===== src/rtl/rv32i_fetch_unit.sv =====
// Decoupled RV32I fetch front end: owns the fetch PC, issues word requests, queues {pc, inst} for decode.
// Latency: a memory response is visible at the queue head the cycle after it arrives (never bypassed).
// Backpressure: requests are credit-limited by in-flight count plus queue occupancy; decode stalls via inst_ready.
//
// Ports:
//   clk, reset (async, active low)
//   imem_req_valid/ready/addr   : word fetch request to instruction memory
//   imem_rsp_valid/data         : in-order responses, one per accepted request
//   redirect_valid/redirect_pc  : restart fetch at a new target, flushing the queue
//   inst_valid/ready/data/pc    : queue head handed to decode
//   outstanding                 : accepted-but-unanswered request count
module rv32i_fetch_unit #(
    parameter logic [31:0] RESET_PC        = 32'h0000_0000,
    parameter int          DEPTH           = 4,
    parameter int          MAX_OUTSTANDING = 2
) (
    input  logic                                   clk,
    input  logic                                   reset,
    output logic                                   imem_req_valid,
    input  logic                                   imem_req_ready,
    output logic [31:0]                            imem_req_addr,
    input  logic                                   imem_rsp_valid,
    input  logic [31:0]                            imem_rsp_data,
    input  logic                                   redirect_valid,
    input  logic [31:0]                            redirect_pc,
    output logic                                   inst_valid,
    input  logic                                   inst_ready,
    output logic [31:0]                            inst_data,
    output logic [31:0]                            inst_pc,
    output logic [$clog2(MAX_OUTSTANDING+1)-1:0]   outstanding
);

    localparam int OW = $clog2(MAX_OUTSTANDING + 1);
    localparam int AW = $clog2(DEPTH);
    localparam int CW = $clog2(DEPTH + 1);

    logic [31:0]   r_fetch_pc;
    logic [31:0]   r_rsp_pc;
    logic [OW-1:0] r_outstanding;
    logic [OW-1:0] r_discard;
    logic [31:0]   r_q_data [DEPTH];
    logic [31:0]   r_q_pc   [DEPTH];
    logic [AW-1:0] r_wr_ptr;
    logic [AW-1:0] r_rd_ptr;
    logic [CW-1:0] r_count;

    logic          w_req_vld;
    logic          w_acc;
    logic          w_rsp;
    logic          w_drop;
    logic          w_push;
    logic          w_pop;
    logic          w_head_vld;
    logic [31:0]   w_redir_pc;

    // Credit: every in-flight request already owns a queue slot, so a push can never find the queue full.
    assign w_req_vld  = reset && !redirect_valid
                      && (32'(r_outstanding) < MAX_OUTSTANDING)
                      && ((32'(r_outstanding) + 32'(r_count)) < DEPTH);
    assign w_acc      = w_req_vld && imem_req_ready;
    assign w_rsp      = imem_rsp_valid;
    // Responses to requests issued before a redirect are stale until discard drains to zero.
    assign w_drop     = w_rsp && (r_discard != '0);
    assign w_push     = w_rsp && (r_discard == '0) && !redirect_valid;
    assign w_head_vld = (r_count != '0);
    assign w_pop      = w_head_vld && inst_ready && !redirect_valid;
    assign w_redir_pc = redirect_pc & 32'hFFFF_FFFC;

    assign imem_req_valid = w_req_vld;
    assign imem_req_addr  = r_fetch_pc;
    assign inst_valid     = w_head_vld;
    assign inst_data      = r_q_data[r_rd_ptr];
    assign inst_pc        = r_q_pc[r_rd_ptr];
    assign outstanding    = r_outstanding;

    always_ff @(posedge clk or negedge reset) begin
        if (!reset) begin
            r_fetch_pc    <= RESET_PC;
            r_rsp_pc      <= RESET_PC;
            r_outstanding <= '0;
            r_discard     <= '0;
            r_wr_ptr      <= '0;
            r_rd_ptr      <= '0;
            r_count       <= '0;
            for (int i = 0; i < DEPTH; i++) begin
                r_q_data[i] <= '0;
                r_q_pc[i]   <= '0;
            end
        end else begin
            // No request is accepted during a redirect, so this holds on both paths.
            r_outstanding <= r_outstanding + OW'(w_acc) - OW'(w_rsp);
            if (redirect_valid) begin
                r_fetch_pc <= w_redir_pc;
                r_rsp_pc   <= w_redir_pc;
                // A response landing this cycle is already dropped, so it needs no discard credit.
                r_discard  <= r_outstanding - OW'(w_rsp);
                r_count    <= '0;
                r_wr_ptr   <= '0;
                r_rd_ptr   <= '0;
            end else begin
                if (w_acc) begin
                    r_fetch_pc <= r_fetch_pc + 32'd4;
                end
                if (w_drop) begin
                    r_discard <= r_discard - OW'(1);
                end
                if (w_push) begin
                    r_q_data[r_wr_ptr] <= imem_rsp_data;
                    r_q_pc[r_wr_ptr]   <= r_rsp_pc;
                    r_wr_ptr           <= r_wr_ptr + AW'(1);
                    r_rsp_pc           <= r_rsp_pc + 32'd4;
                end
                if (w_pop) begin
                    r_rd_ptr <= r_rd_ptr + AW'(1);
                end
                r_count <= r_count + CW'(w_push) - CW'(w_pop);
            end
        end
    end

    a_no_overflow: assert property (@(posedge clk) disable iff (!reset)
        !(w_push && !w_pop && (r_count == CW'(DEPTH))));

    a_discard_bound: assert property (@(posedge clk) disable iff (!reset)
        (r_discard <= r_outstanding) && (32'(r_outstanding) <= MAX_OUTSTANDING));

    a_rsp_expected: assert property (@(posedge clk) disable iff (!reset)
        !(w_rsp && (r_outstanding == '0)));

endmodule


===== config.mk =====
export PLATFORM = sky130hd
export DESIGN_NAME = rv32i_fetch_unit
export DESIGN_NICKNAME = d
export VERILOG_FILES = /design/src/rtl/rv32i_fetch_unit.sv
export SDC_FILE = /design/constraint.sdc
export NUM_CORES = 1
export LEC_CHECK = 0
export ABC_AREA = 0
export CAP_MARGIN = 20
export CORE_MARGIN = 1
export CORE_UTILIZATION = 50
export CTS_CLUSTER_DIAMETER = 100
export DETAILED_ROUTE_END_ITERATION = 10
export HOLD_SLACK_MARGIN = 0.08
export PLACE_DENSITY = 0.7
export SKIP_CTS_REPAIR_TIMING = 1
export SLEW_MARGIN = 20
export SYNTH_ARGS = -nofsm -noshare
export SYNTH_HDL_FRONTEND = slang
export SYNTH_SLANG_ARGS = --single-unit

===== constraint.sdc =====
create_clock -name clk -period 2.8 [get_ports clk]
set_input_delay 0.42 -clock clk [delete_from_list [all_inputs] [get_ports clk]]
set_output_delay 0.42 -clock clk [all_outputs]
set_load 0.01 [all_outputs]

# Yosys cells after proc, flatten, opt, wreduce, memory -nomap -nowiden
# Index checks and enable logic that the tools add are counted.
[totals] register_bits=331 in_bits=70 out_inout_bits=100
[classes] add_sub_neg=11 order_cmp=5 muxes=21 n_bitwise=3 reduce_logical=19
[op_table] cell="$mux 32" n=9
[op_table] cell="$bwmux 128" n=2
[op_table] cell="$bmux 32 s2" n=2
[op_table] cell="$add 32x3->32 const B" n=2
[op_table] cell="$demux 32 s2" n=1
[op_table] cell="$mux 2" n=6
[op_table] cell="$logic_and 1x1->1" n=10
[op_table] cell="$reduce_bool 2->1" n=5
[op_table] cell="$ge 3x3->1 const B" n=2
[op_table] cell="$not 2->3" n=2
[op_table] cell="$add 2x1->2 const B" n=2
[op_table] cell="$add 2x3->4" n=1
[op_table] cell="$lt 4x3->1 const B" n=1
[op_table] cell="$sub 2x1->2" n=2
[op_table] cell="$add 3x1->3" n=1
[op_table] cell="$lt 3x1->1 const B" n=1
[op_table] cell="$mux 3" n=1
[op_table] cell="$reduce_bool 3->1" n=1
[op_table] cell="$sub 3x1->3" n=1
[op_table] cell="$add 2x1->2" n=1
[op_table] cell="$logic_not 2->1" n=1
[op_table] cell="$lt 2x2->1 const B" n=1
[op_table] cell="$reduce_and 2->1" n=1
[op_table] cell="$sub 2x1->2 const B" n=1
[op_table] cell="other kinds (2)" n=2

# Logic depth before layout (Yosys ltp)
# Gate-level depths: netlist of run 1.
[depth] depth_word=7 ltp_mapped=12 depth_no_buf=12

# Worst setup path before layout of run 1
# Ideal clock, no wire load.
[synth_path] kind="input to register" start="in redirect_valid" end="reg r_count[2]" setup_ns=0.132 arrival_ns=2.410 setup_slack_ns=0.258 cell_stages=11 n_path_buf=3 path_cell_list="clkbuf_1 buf_1 clkbuf_1 nor2_1 ha_1 inv_1 ha_1 inv_1 fa_1 xnor2_1 nor2_1"
[synth_between] elab_chain_len=5
[synth_rtl] item="start, declared" line="24" source="input logic redirect_valid,"
[synth_rtl] item="$logic_not 1->1" line="64, 66"
[synth_rtl] item="$logic_and 1x1->1" line="64" source="assign w_push = w_rsp && (r_discard == '0) && !redirect_valid;"
[synth_rtl] item="$add 3x1->3" line="116" source="r_count <= r_count + CW'(w_push) - CW'(w_pop);"
[synth_rtl] item="$sub 3x1->3" line="116"
[synth_rtl] item="$mux 3 (*)" line="92" source="if (redirect_valid) begin"
[synth_rtl] item="end signal, assigned" line="116"
[synth_rtl] item="end, declared" line="45" source="logic [CW-1:0] r_count;"
# Mark *: on every way between the ends. The rest lies on a longest branch, timed or not.
# A chain may end at the register's enable or synchronous reset.

# Final worst setup path of run 1
[layout_path] start="reg r_rd_ptr[0]" end="out inst_pc[16]"
[layout_between] elab_chain_len=4
[layout_rtl] item="start, declared" line="44" source="logic [AW-1:0] r_rd_ptr;"
[layout_rtl] item="start signal, assigned" line="114" source="r_rd_ptr <= r_rd_ptr + AW'(1);"
[layout_rtl] item="$not 2->3 (implied by the code)" line="73" source="assign inst_pc = r_q_pc[r_rd_ptr];"
[layout_rtl] item="$bmux 32 s2" line="73"
[layout_rtl] item="$mux 32 (implied by the code) (2 in a row)" line="73"
[layout_rtl] item="end, declared" line="29" source="output logic [31:0] inst_pc,"
# Every way passes these cells. The select of a mux whose other input is x is not followed.

==> flow_summary_export.csv, run 1 <==
group,metric,value,unit
global_routing,grt_pass1_wl,52.4,mm
logic_synthesis,synthesis.area_per_instance,14.0,sq um
logic_synthesis,synth.top_cells.by_area,"sky130_fd_sc_hd__dfrtp_1 54%, sky130_fd_sc_hd__mux2_2 20%, sky130_fd_sc_hd__mux4_2 9.4%, sky130_fd_sc_hd__xnor2_1 1.8%, sky130_fd_sc_hd__nand2_1 1.4%",
logic_synthesis,syn_area,14900,sq um
logic_synthesis,yosysSeqAreaShare,0.537,
finish,number_of_diodes,0,
logic_synthesis,synthDominantCellAreaShare,0.537,
logic_synthesis,synth_top_family_by_area,"multiplexers",
logic_synthesis,ys_ff_latch,319,
clock_tree,clock_tree_from_tritoncts,"built",
clock_tree,cts-root-to-sink-buffers,3,
timing,timing_worst_slew_pin_value,0.997,ns
placed_design,post-dp-hpwl,21.1,mm
logic_synthesis,synth_xor_area_frac,0.0277,
global_routing,grt-busiest-layer,"met2",
logic_synthesis,synth_top_area_cell,"sky130_fd_sc_hd__dfrtp_1",
finish,final.fill_count,2161,
pwr,vdd.ir_drop.worst,0.000379,V
global_routing,grt_util_met3,0.0339,
floorplan,die_y,174,um
placed_design,gp_congestion,0.881,
global_routing,antenna_violations_before_repair,1,
timing,final.setup_skew,0.0218,ns
clock_tree,cts_root_buffer,"sky130_fd_sc_hd__clkbuf_16",
floorplan,placeableCoreArea,28900,sq um
routing,post_drt_wl_per_cell,19.9,um
clock_tree,cts_sinks,319,
global_routing,met2_usage,0.337,
logic_synthesis,synth-edff-count,0,
global_routing,grt_util_met1,0.327,
finish,post_layout_nonfiller_instances,1625,
pwr,switching_share,0.276,
setup_path,critical_path_class,"register to output pin",
routing,tritonroute_pass_1_iters,5,
setup_path,critical-path-max-stage-delay,0.54,ns
floorplan,start_util,0.513,
logic_synthesis,async_flop_share,1.00,
timing,slew-limit-headroom,0.335,
floorplan,die_area,30400,sq um
clock_tree,cts_max_level,2,
timing,slew_viol_final,0,
pwr,fin_total_pwr,16.4,mW
routing,drc,0,
timing,timing.final.crit_period,2.72,ns
timing,finalHoldViolCount,0,
clock_tree,insertion_delay,0.50,ns
logic_synthesis,synth_warnings,0,
pwr,cellLeakagePower,7.99,nW
pwr,share_comb_of_total_power,0.332,
hold_path,min_path_cells,2,
finish,post-route-util,0.627,
pwr,cellInternalPower,11.9,mW
setup_path,worst-r2r-cell-count,12,
clock_tree,clk_pin_slew,0.06,ns
logic_synthesis,synth.area.mux_share,0.293,
hold_path,hold_path.class,"primary input to register",
routing,detail_route.vias_per_cell,5.73,
setup_path,timing.critical_path.fanout_max,26,
global_routing,gr-total-overflow,0,
global_routing,grt_max_degree,171,
clock_tree,numCtsBuffers,35,
setup_path,cpMaxStageDelayCell,"sky130_fd_sc_hd__mux4_2",
outcome,run_status,"finished clean",
placed_design,port_buffers,163,
pwr,power-per-cell-area,905,nW/um^2
timing,highest_clock_rate,367,MHz
routing,routed_wl,32.3,mm
floorplan,die_w,174,um
routing,drt-initial-drc-count,557,
placed_design,dp.cells,1566,
setup_path,critical_path.endpoint_type,"output pin",
logic_synthesis,yosys.cell_types.count,54,
timing,finalHoldWorstSlack,0.303,ns
global_routing,grt_pass1_vias,9584,
setup_path,worstPathRequired,2.38,ns
setup_path,setup.worst_path.start_class,"register",
floorplan,pin_count,170,
routing,postRouteAntennaNets,0,
pwr,p_switching,4.53,mW
global_routing,global_route.usage.total,0.218,
pwr,share_clk_of_total_power,0.267,
run,timing.max_cap.violations,0,
setup_path,critPathArrivalTime,2.30,ns
finish,flow.area_growth_from_synthesis,22.2,%
logic_synthesis,yosys_most_used_dff,"sky130_fd_sc_hd__dfrtp_1",
routing,via_count,9307,
logic_synthesis,synth-adder-area-share,0.0123,
finish,final_nets,1304,
setup_path,timing.critical_path.cells,"buf_16 > mux4_2 > clkdlybuf4s50_1",
timing,fin_crit_sh,0.973,
logic_synthesis,synthesized_area_fraction_occupied_by_and_or_nand_nor_cells,0.0664,
logic_synthesis,synth-compound-area-share,0.0368,
floorplan,floorplan_row_count,62,
timing,setup_violations,0,
finish,post_route_cells_drive_above_1_share,0.339,
pwr,p_seq_frac,0.400,
logic_synthesis,postSynthCellCount,1058,
==> cells in the mapped netlist, types with 2 or more instances <==
cell type                  instances
sky130_fd_sc_hd__buf_4             5
sky130_fd_sc_hd__nor4_1           14
sky130_fd_sc_hd__or3_1             2
sky130_fd_sc_hd__o211ai_1          6
sky130_fd_sc_hd__inv_1            15
sky130_fd_sc_hd__clkbuf_1         39
sky130_fd_sc_hd__ha_1             13
sky130_fd_sc_hd__o211ai_2          2
sky130_fd_sc_hd__o311ai_2          2
sky130_fd_sc_hd__and2_1            4
sky130_fd_sc_hd__buf_1             2
sky130_fd_sc_hd__and3_1            9
sky130_fd_sc_hd__buf_6             2
sky130_fd_sc_hd__nand4_1          17
sky130_fd_sc_hd__nor2_1           24
sky130_fd_sc_hd__a31oi_1           5
sky130_fd_sc_hd__nand2b_1          6
sky130_fd_sc_hd__and4_1            8
sky130_fd_sc_hd__o311ai_0          6
sky130_fd_sc_hd__a21oi_1           7
sky130_fd_sc_hd__nor2b_1           2
sky130_fd_sc_hd__xor2_1           16
sky130_fd_sc_hd__nand2_1          57
sky130_fd_sc_hd__dfrtp_1         319
sky130_fd_sc_hd__o311ai_1          2
sky130_fd_sc_hd__mux2_2          260
sky130_fd_sc_hd__o21ai_0          27
sky130_fd_sc_hd__nor3_1           11
sky130_fd_sc_hd__a21o_1            2
sky130_fd_sc_hd__a21boi_0          9
sky130_fd_sc_hd__xnor2_1          31
sky130_fd_sc_hd__buf_2            24
sky130_fd_sc_hd__nand3_1          27
sky130_fd_sc_hd__nor4_2            2
sky130_fd_sc_hd__mux4_2           62
==> final cells by class <==
type                       instances  area, sq um  area share
timing repair buffer             195         2020       0.111
clock buffer                      56         1100      0.0604
inverter                          15         56.3     0.00310
tap                              384          480      0.0265
multi-input combinational        654         6500       0.358
clock inverter                     2         10.0    0.000551
sequential                       319         7990       0.440
==> final timing paths <==
| path | from | endpoint | slack, ns |
|---|---|---|---|
| max | r_rd_ptr[0]$_DFFE_PN0P_ | inst_pc[16] | 0.08 |
| min | redirect_valid | r_count[2]$_DFF_PN0_ | 0.30 |
| max reg2reg | r_discard[0]$_DFFE_PN0P_ | r_count[2]$_DFF_PN0_ | 0.43 |
| min reg2reg | r_q_data[36]$_DFFE_PN0P_ | r_q_data[36]$_DFFE_PN0P_ | 0.50 |
| max in group asynchronous | reset | r_rsp_pc[10]$_DFFE_PN0N_ | 1.26 |
| min in group asynchronous | reset | r_q_data[37]$_DFFE_PN0P_ | 0.35 |
==> cell families (layout without fill, tap and decap cells) <==
kind of cell / after synthesis / after routing
adders and majority gates: 14 / 14
xor gates and xnor gates: 47 / 47
buffers and inverters: 88 / 268
AOI/OAI and AO/OA: 78 / 78
muxes: 324 / 324
other: 1 / 4
and+or+nand+nor: 187 / 187
DFF: 319 / 319
==> through the flow <==
stage | area, sq um | worst slack [ns] | TNS (ns)
floorplan | 14900 | 0.258 | 0
global placement | 17000 | 0.154 | 0
detailed placement | 17000 | 0.135 | 0
CTS | 18100 | 0.00954 | 0
global route | 18200 | -0.00366 | -0.00643
finish | 18200 | 0.0765 | 0
==> routing by layer <==
layer	vias up	part of all wire
li1	4226	-
met1	4822	0.48
met2	228	0.46
met3	31	0.043
met4	0	0.012
met5	-	0
==> registers in the layout (all words and copies together) (netlist names) <==
signal         count
r_q_pc           120
imem_req_addr     30
r_rsp_pc          30
outstanding        2
r_discard          2
r_wr_ptr           2
r_q_data         128
r_rd_ptr           2
r_count            3
==> layout by cell type, fill, tap and decap left out, types with 2 or more instances in the layout <==
master and n:
sky130_fd_sc_hd__or3_1 2, sky130_fd_sc_hd__clkbuf_1 9, sky130_fd_sc_hd__nor3_1 11, sky130_fd_sc_hd__buf_4 20
sky130_fd_sc_hd__nand3_1 27, sky130_fd_sc_hd__ha_1 13, sky130_fd_sc_hd__o21ai_0 27, sky130_fd_sc_hd__conb_1 4
sky130_fd_sc_hd__a31oi_1 5, sky130_fd_sc_hd__nor2_1 24, sky130_fd_sc_hd__dfrtp_1 317, sky130_fd_sc_hd__buf_12 10
sky130_fd_sc_hd__xor2_1 16, sky130_fd_sc_hd__o211ai_2 2, sky130_fd_sc_hd__o311ai_2 2, sky130_fd_sc_hd__clkbuf_16 37
sky130_fd_sc_hd__a21o_1 2, sky130_fd_sc_hd__mux2_2 260, sky130_fd_sc_hd__nor2b_1 2, sky130_fd_sc_hd__nor4_2 2
sky130_fd_sc_hd__nor4_1 14, sky130_fd_sc_hd__nand4_1 17, sky130_fd_sc_hd__mux4_2 62, sky130_fd_sc_hd__o311ai_0 6
sky130_fd_sc_hd__o211ai_1 6, sky130_fd_sc_hd__xnor2_1 31, sky130_fd_sc_hd__inv_1 15, sky130_fd_sc_hd__and4_1 8
sky130_fd_sc_hd__o311ai_1 2, sky130_fd_sc_hd__clkinv_2 2, sky130_fd_sc_hd__and2_1 4, sky130_fd_sc_hd__nand2_1 53
sky130_fd_sc_hd__clkbuf_8 10, sky130_fd_sc_hd__a21boi_0 9, sky130_fd_sc_hd__clkdlybuf4s50_1 160, sky130_fd_sc_hd__nand2_2 4
sky130_fd_sc_hd__nand2b_1 6, sky130_fd_sc_hd__and3_1 9, sky130_fd_sc_hd__dfrtp_4 2, sky130_fd_sc_hd__a21oi_1 7
==> power by group through the flow <==
stage | clock network, mW | registers, mW | logic, mW
after floorplan | 0 | 6.37 | 3.28
after global placement | 0 | 6.58 | 5.42
after detailed placement | 0 | 6.64 | 5.52
after CTS | 4.51 | 6.57 | 5.54
after global routing | 4.69 | 6.75 | 5.86
final | 4.40 | 6.58 | 5.46
==> critical path: cells and delay by family (launching register included) <==
family,cells,cell delay [ns]
buffers and inverters,2,0.79
muxes,1,0.54
DFF,1,0.48
Power figures use the tool's default switching activity.
==> run 2, diff against run 1 <==
Settings changed: ABC_CLOCK_PERIOD_IN_PS from default to 2800, CAP_MARGIN 20 to default, GPL_TIMING_DRIVEN from default to 0.
==> flow_summary_export.csv, run 2 (synthesis results as in run 1) <==
group,metric,value,unit
clock_tree,cts_sinks,319,
floorplan,die_w,174,um
floorplan,floorplan_row_count,62,
pwr,fin_total_pwr,16.9,mW
pwr,cellLeakagePower,8.38,nW
finish,registers.top_by_ff_count,"r_q_data",
clock_tree,numCtsBuffers,36,
finish,commonest_cells_after_routing_fill_and_taps_aside,"317 x sky130_fd_sc_hd__dfrtp_1, 260 x sky130_fd_sc_hd__mux2_2, 153 x sky130_fd_sc_hd__clkdlybuf4s50_1, 62 x sky130_fd_sc_hd__mux4_2, 57 x sky130_fd_sc_hd__nand2_1",
timing,timing_worst_slew_pin_value,0.788,ns
pwr,switching_share,0.276,
run,timing.max_cap.violations,0,
global_routing,global_route.usage.total,0.223,
hold_path,hold_path.class,"primary input to asynchronous set/reset pin",
clock_tree,cts_root_buffer,"sky130_fd_sc_hd__clkbuf_16",
finish,number_of_diodes,0,
outcome,run_status,"finished clean",
routing,drc,0,
timing,final.setup.tns,0,ns
routing,postRouteAntennaNets,0,
routing,drt-initial-drc-count,587,
placed_design,dp.cells,1611,
timing,slew-limit-headroom,0.475,
setup_path,timing.critical_path.fanout_max,10,
clock_tree,insertion_delay,0.51,ns
floorplan,placeableCoreArea,28900,sq um
finish,max_ffs_per_register,128,
finish,layout_commonest_cell,"sky130_fd_sc_hd__dfrtp_1",
finish,flow.area_growth_from_synthesis,26.5,%
clock_tree,clock_tree_from_tritoncts,"built",
timing,grt_setup_unrepaired,"true",
routing,routed_wl,34.7,mm
floorplan,start_util,0.513,
clock_tree,clk_pin_slew,0.06,ns
timing,highest_clock_rate,362,MHz
setup_path,critPathArrivalTime,2.34,ns
pwr,cellInternalPower,12.2,mW
pwr,power-per-cell-area,900,nW/um^2
placed_design,post-dp-hpwl,22.7,mm
placed_design,gp_congestion,0.877,
global_routing,antenna_violations_before_repair,0,
clock_tree,cts-root-to-sink-buffers,3,
placed_design,port_buffers,163,
setup_path,critical_path.endpoint_type,"output pin",
finish,post_route_cells_drive_above_1_share,0.349,
global_routing,gr-total-overflow,0,
floorplan,die_y,174,um
finish,top_regs,"r_q_data: 128 flops, r_q_pc: 120 flops",
pwr,share_comb_of_total_power,0.335,
timing,finalHoldViolCount,0,
timing,fin_crit_sh,0.986,
floorplan,die_area,30400,sq um
finish,final_nets,1371,
timing,finalHoldWorstSlack,0.116,ns
routing,post_drt_wl_per_cell,20.5,um
timing,slew_viol_final,0,
timing,setup_violations,0,
global_routing,grt_max_degree,102,
finish,post_layout_nonfiller_instances,1694,
timing,timing.final.crit_period,2.76,ns
clock_tree,cts_max_level,2,
routing,tritonroute_pass_1_iters,5,
setup_path,worstPathRequired,2.38,ns
floorplan,pin_count,170,
routing,detail_route.vias_per_cell,5.73,
global_routing,grt_pass1_vias,9842,
global_routing,grt_pass1_wl,53.6,mm
pwr,vdd.ir_drop.worst,0.000412,V
routing,via_count,9711,
timing,final.setup_skew,0.0194,ns
pwr,p_seq_frac,0.386,
setup_path,critical_path_class,"register to output pin",
setup_path,setup.worst_path.start_class,"register",
pwr,share_clk_of_total_power,0.279,
pwr,p_switching,4.67,mW
## run 2: cell types whose count changed in the layout (fill, tap and decap cells not counted), moves of 4 or more
cell                              previous run  this run
sky130_fd_sc_hd__clkbuf_1                    9        33
sky130_fd_sc_hd__buf_2                       1        20
sky130_fd_sc_hd__buf_4                      20        10
sky130_fd_sc_hd__buf_16                      1        10
sky130_fd_sc_hd__clkbuf_2                    0         9
sky130_fd_sc_hd__dlymetal6s2s_1              1         9
sky130_fd_sc_hd__clkdlybuf4s50_1           160       153
sky130_fd_sc_hd__buf_6                       0         6
sky130_fd_sc_hd__dlygate4sd3_1               1         5
sky130_fd_sc_hd__nand2_1                    53        57
sky130_fd_sc_hd__nand2_2                     4         0
## run 2: final timing paths
check | from | to | slack, ns | cells after the start
worst max-delay path | r_rd_ptr[0]$_DFFE_PN0P_ | inst_pc[15] | 0.04 | 4
worst min-delay path | reset | r_rsp_pc[7]$_DFFE_PN0N_ | 0.12 | 4
worst max register to register | r_discard[0]$_DFFE_PN0P_ | r_q_data[2]$_DFFE_PN0P_ | 0.19 | 7
worst min register to register | r_q_data[62]$_DFFE_PN0P_ | r_q_data[62]$_DFFE_PN0P_ | 0.50 | 1
max in group asynchronous | reset | r_q_data[87]$_DFFE_PN0P_ | 1.82 | 4
min in group clk | r_q_data[62]$_DFFE_PN0P_ | r_q_data[62]$_DFFE_PN0P_ | 0.50 | 1
## run 2: per-layer routing
layer | GRT usage | vias up | wire [um]
met4 | 0.0607 | 0 | 641
met2 | 0.349 | 330 | 16300
met5 | 0 | - | 0
met1 | 0.322 | 4986 | 15700
met3 | 0.0394 | 48 | 2030
li1 | - | 4347 | -
## run 2: through the flow
| stage | util | setup WS [ns] | cell area, sq um |
|---|---|---|---|
| global route | 0.650 | -0.0126 | 18800 |
| finish | 0.650 | 0.0394 | 18800 |
| detailed placement | 0.590 | -1.03 | 17100 |
| floorplan | - | 0.258 | 14900 |
| global placement | 0.587 | -12.71 | 17000 |
| CTS | 0.631 | -0.700 | 18300 |
## run 2: cell type report
| type | instances | area (sq um) |
|---|---|---|
| Buffer | 70 | 390 |
| Inverter | 15 | 56.3 |
| Multi-Input combinational cell | 654 | 6490 |
| Fill cell | 2117 | 10100 |
| Sequential cell | 319 | 7990 |
| Tap cell | 384 | 480 |
| Clock inverter | 10 | 131 |
| Timing Repair Buffer | 191 | 2200 |
| Clock buffer | 51 | 1060 |
## run 2: power by group through the flow
| stage | clock network, mW | logic, mW | registers (mW) |
|---|---|---|---|
| floorplan | 0 | 3.28 | 6.37 |
| global placement | 0 | 5.41 | 6.54 |
| detailed placement | 0 | 5.52 | 6.57 |
| CTS | 4.80 | 5.54 | 6.50 |
| global route | 5.00 | 6.09 | 6.69 |
| finish | 4.71 | 5.67 | 6.53 |
## run 2: critical path, cell delays in order (launching register included)
cell and delay [ns]:
sky130_fd_sc_hd__dfrtp_4 0.46, sky130_fd_sc_hd__buf_12 0.12, sky130_fd_sc_hd__buf_6 0.18, sky130_fd_sc_hd__mux4_2 0.51, sky130_fd_sc_hd__clkdlybuf4s50_1 0.56
==> run 3, diff against run 2 <==
Settings changed: MAX_ROUTING_LAYER from default to met4.
==> flow_summary_export.csv, run 3 (synthesis results as in run 1) <==
group,metric,value,unit
floorplan,pin_count,170,
pwr,vdd.ir_drop.worst,0.000409,V
pwr,cellLeakagePower,8.37,nW
floorplan,die_area,30400,sq um
routing,drt-initial-drc-count,563,
finish,final.fill_count,2116,
finish,max_ffs_per_register,128,
timing,finalHoldWorstSlack,0.0811,ns
timing,finalHoldViolCount,0,
pwr,fin_total_pwr,16.9,mW
outcome,run_status,"finished clean",
floorplan,floorplan_row_count,62,
global_routing,grt_pass1_wl,53.6,mm
finish,final_cell_area,18800,sq um
routing,tritonroute_pass_1_iters,5,
setup_path,worst-r2r-cell-count,7,
clock_tree,cts-root-to-sink-buffers,3,
setup_path,critical-path-max-stage-delay,0.56,ns
placed_design,placedInstanceArea,17100,sq um
run,timing.max_cap.violations,0,
setup_path,timing.critical_path.fanout_max,10,
pwr,p_seq_frac,0.386,
floorplan,start_util,0.513,
finish,commonest_cells_after_routing_fill_and_taps_aside,"317 x sky130_fd_sc_hd__dfrtp_1, 260 x sky130_fd_sc_hd__mux2_2, 153 x sky130_fd_sc_hd__clkdlybuf4s50_1, 62 x sky130_fd_sc_hd__mux4_2, 57 x sky130_fd_sc_hd__nand2_1",
clock_tree,cts_sinks,319,
placed_design,dp.cells,1611,
hold_path,hold_path.class,"primary input to asynchronous set/reset pin",
global_routing,gr-total-overflow,0,
setup_path,setup.worst_path.start,"r_rd_ptr[0]$_DFFE_PN0P_",
finish,post_layout_nonfiller_instances,1693,
clock_tree,cts_root_buffer,"sky130_fd_sc_hd__clkbuf_16",
routing,post_drt_wl_per_cell,20.4,um
finish,final_nets,1370,
timing,setup_violations,0,
finish,flow.area_growth_from_synthesis,26.5,%
setup_path,critical_path.endpoint_type,"output pin",
setup_path,worstPathRequired,2.38,ns
setup_path,cpMaxStageDelayCell,"sky130_fd_sc_hd__clkdlybuf4s50_1",
placed_design,port_buffers,163,
pwr,power-per-cell-area,900,nW/um^2
placed_design,gp_congestion,0.892,
clock_tree,clk_pin_slew,0.06,ns
routing,postRouteAntennaNets,0,
clock_tree,insertion_delay,0.51,ns
finish,post_route_cells_drive_above_1_share,0.349,
global_routing,global_route.usage.total,0.230,
setup_path,critical_path_class,"register to output pin",
timing,highest_clock_rate,363,MHz
pwr,share_comb_of_total_power,0.335,
finish,layout_commonest_cell,"sky130_fd_sc_hd__dfrtp_1",
floorplan,placeableCoreArea,28900,sq um
setup_path,timing.critical_path.cells,"buf_12 > buf_6 > mux4_2 > clkdlybuf4s50_1",
pwr,switching_share,0.276,
timing,slew-limit-headroom,0.482,
timing,grt_setup_unrepaired,"true",
timing,timing_worst_slew_pin_value,0.776,ns
global_routing,grt_pass1_vias,9836,
timing,final.setup_skew,0.0207,ns
floorplan,die_y,174,um
pwr,p_switching,4.66,mW
timing,slew_viol_final,0,
pwr,cellInternalPower,12.2,mW
global_routing,grt_max_degree,102,
routing,routed_wl,34.6,mm
clock_tree,clock_tree_from_tritoncts,"built",
finish,number_of_diodes,0,
setup_path,timing.rr.start,"r_discard[0]$_DFFE_PN0P_",
placed_design,post-dp-hpwl,22.7,mm
routing,via_count,9702,
pwr,share_clk_of_total_power,0.279,
floorplan,die_w,174,um
clock_tree,numCtsBuffers,36,
finish,top_regs,"r_q_data: 128 flops, r_q_pc: 120 flops",
setup_path,setup.worst_path.start_class,"register",
timing,fin_crit_sh,0.983,
finish,registers.top_by_ff_count,"r_q_data",
setup_path,critPathArrivalTime,2.33,ns
routing,detail_route.vias_per_cell,5.73,
timing,timing.final.crit_period,2.75,ns
clock_tree,cts_max_level,2,
global_routing,antenna_violations_before_repair,0,
routing,drc,0,
run 3: final cells by class:
type | count | area, sq um | area share
plain buffers | 70 | 390 | 0.0208
clock buffers | 51 | 1060 | 0.0563
clock inverters | 10 | 131 | 0.00699
inverters | 15 | 56.3 | 0.00300
multi-input cells | 654 | 6490 | 0.345
flip-flops and latches | 319 | 7990 | 0.425
well taps | 384 | 480 | 0.0256
repair buffers | 190 | 2190 | 0.117
run 3: final timing paths:
kind | end | slack, ns
max in group asynchronous | r_q_data[87]$_DFFE_PN0P_ | 1.81
worst min register to register | r_q_data[36]$_DFFE_PN0P_ | 0.50
min in group clk | r_q_data[36]$_DFFE_PN0P_ | 0.50
worst min-delay path | r_q_data[17]$_DFFE_PN0P_ | 0.08
worst max-delay path | inst_pc[15] | 0.05
worst max register to register | r_q_data[2]$_DFFE_PN0P_ | 0.20
run 3: critical path: cells and delay by family (launching register included):
family                 cells  cell delay [ns]
buffers and inverters      3             0.86
multiplexers               1             0.51
flip-flops                 1             0.45
run 3: power groups by stage:
stage	combinational (mW)	sequential, mW	clock (mW)
2_1_floorplan	3.28	6.37	0
3_3_place_gp	5.41	6.54	0
3_5_place_dp	5.52	6.57	0
4_1_cts	5.54	6.50	4.80
5_1_grt	6.08	6.68	5.00
6_report	5.67	6.53	4.71
run 3: routing by layer:
layer  vias to the layer above  track usage  wire [um]
met1                      4974        0.326      15900
met2                       327        0.349      16200
met5                         -            -          0
li1                       4344            -          -
met4                         0       0.0607        666
met3                        57       0.0361       1820
run 3: per-stage QoR:
| stage | setup WS [ns] | setup TNS (ns) | utilization |
|---|---|---|---|
| 2_1_floorplan | 0.258 | 0 | - |
| 3_3_place_gp | -12.71 | -4482.59 | 0.587 |
| 3_5_place_dp | -1.03 | -98.73 | 0.590 |
| 4_1_cts | -0.700 | -40.43 | 0.631 |
| 5_1_grt | -0.00645 | -0.0157 | 0.649 |
| 6_report | 0.0484 | 0 | 0.649 |
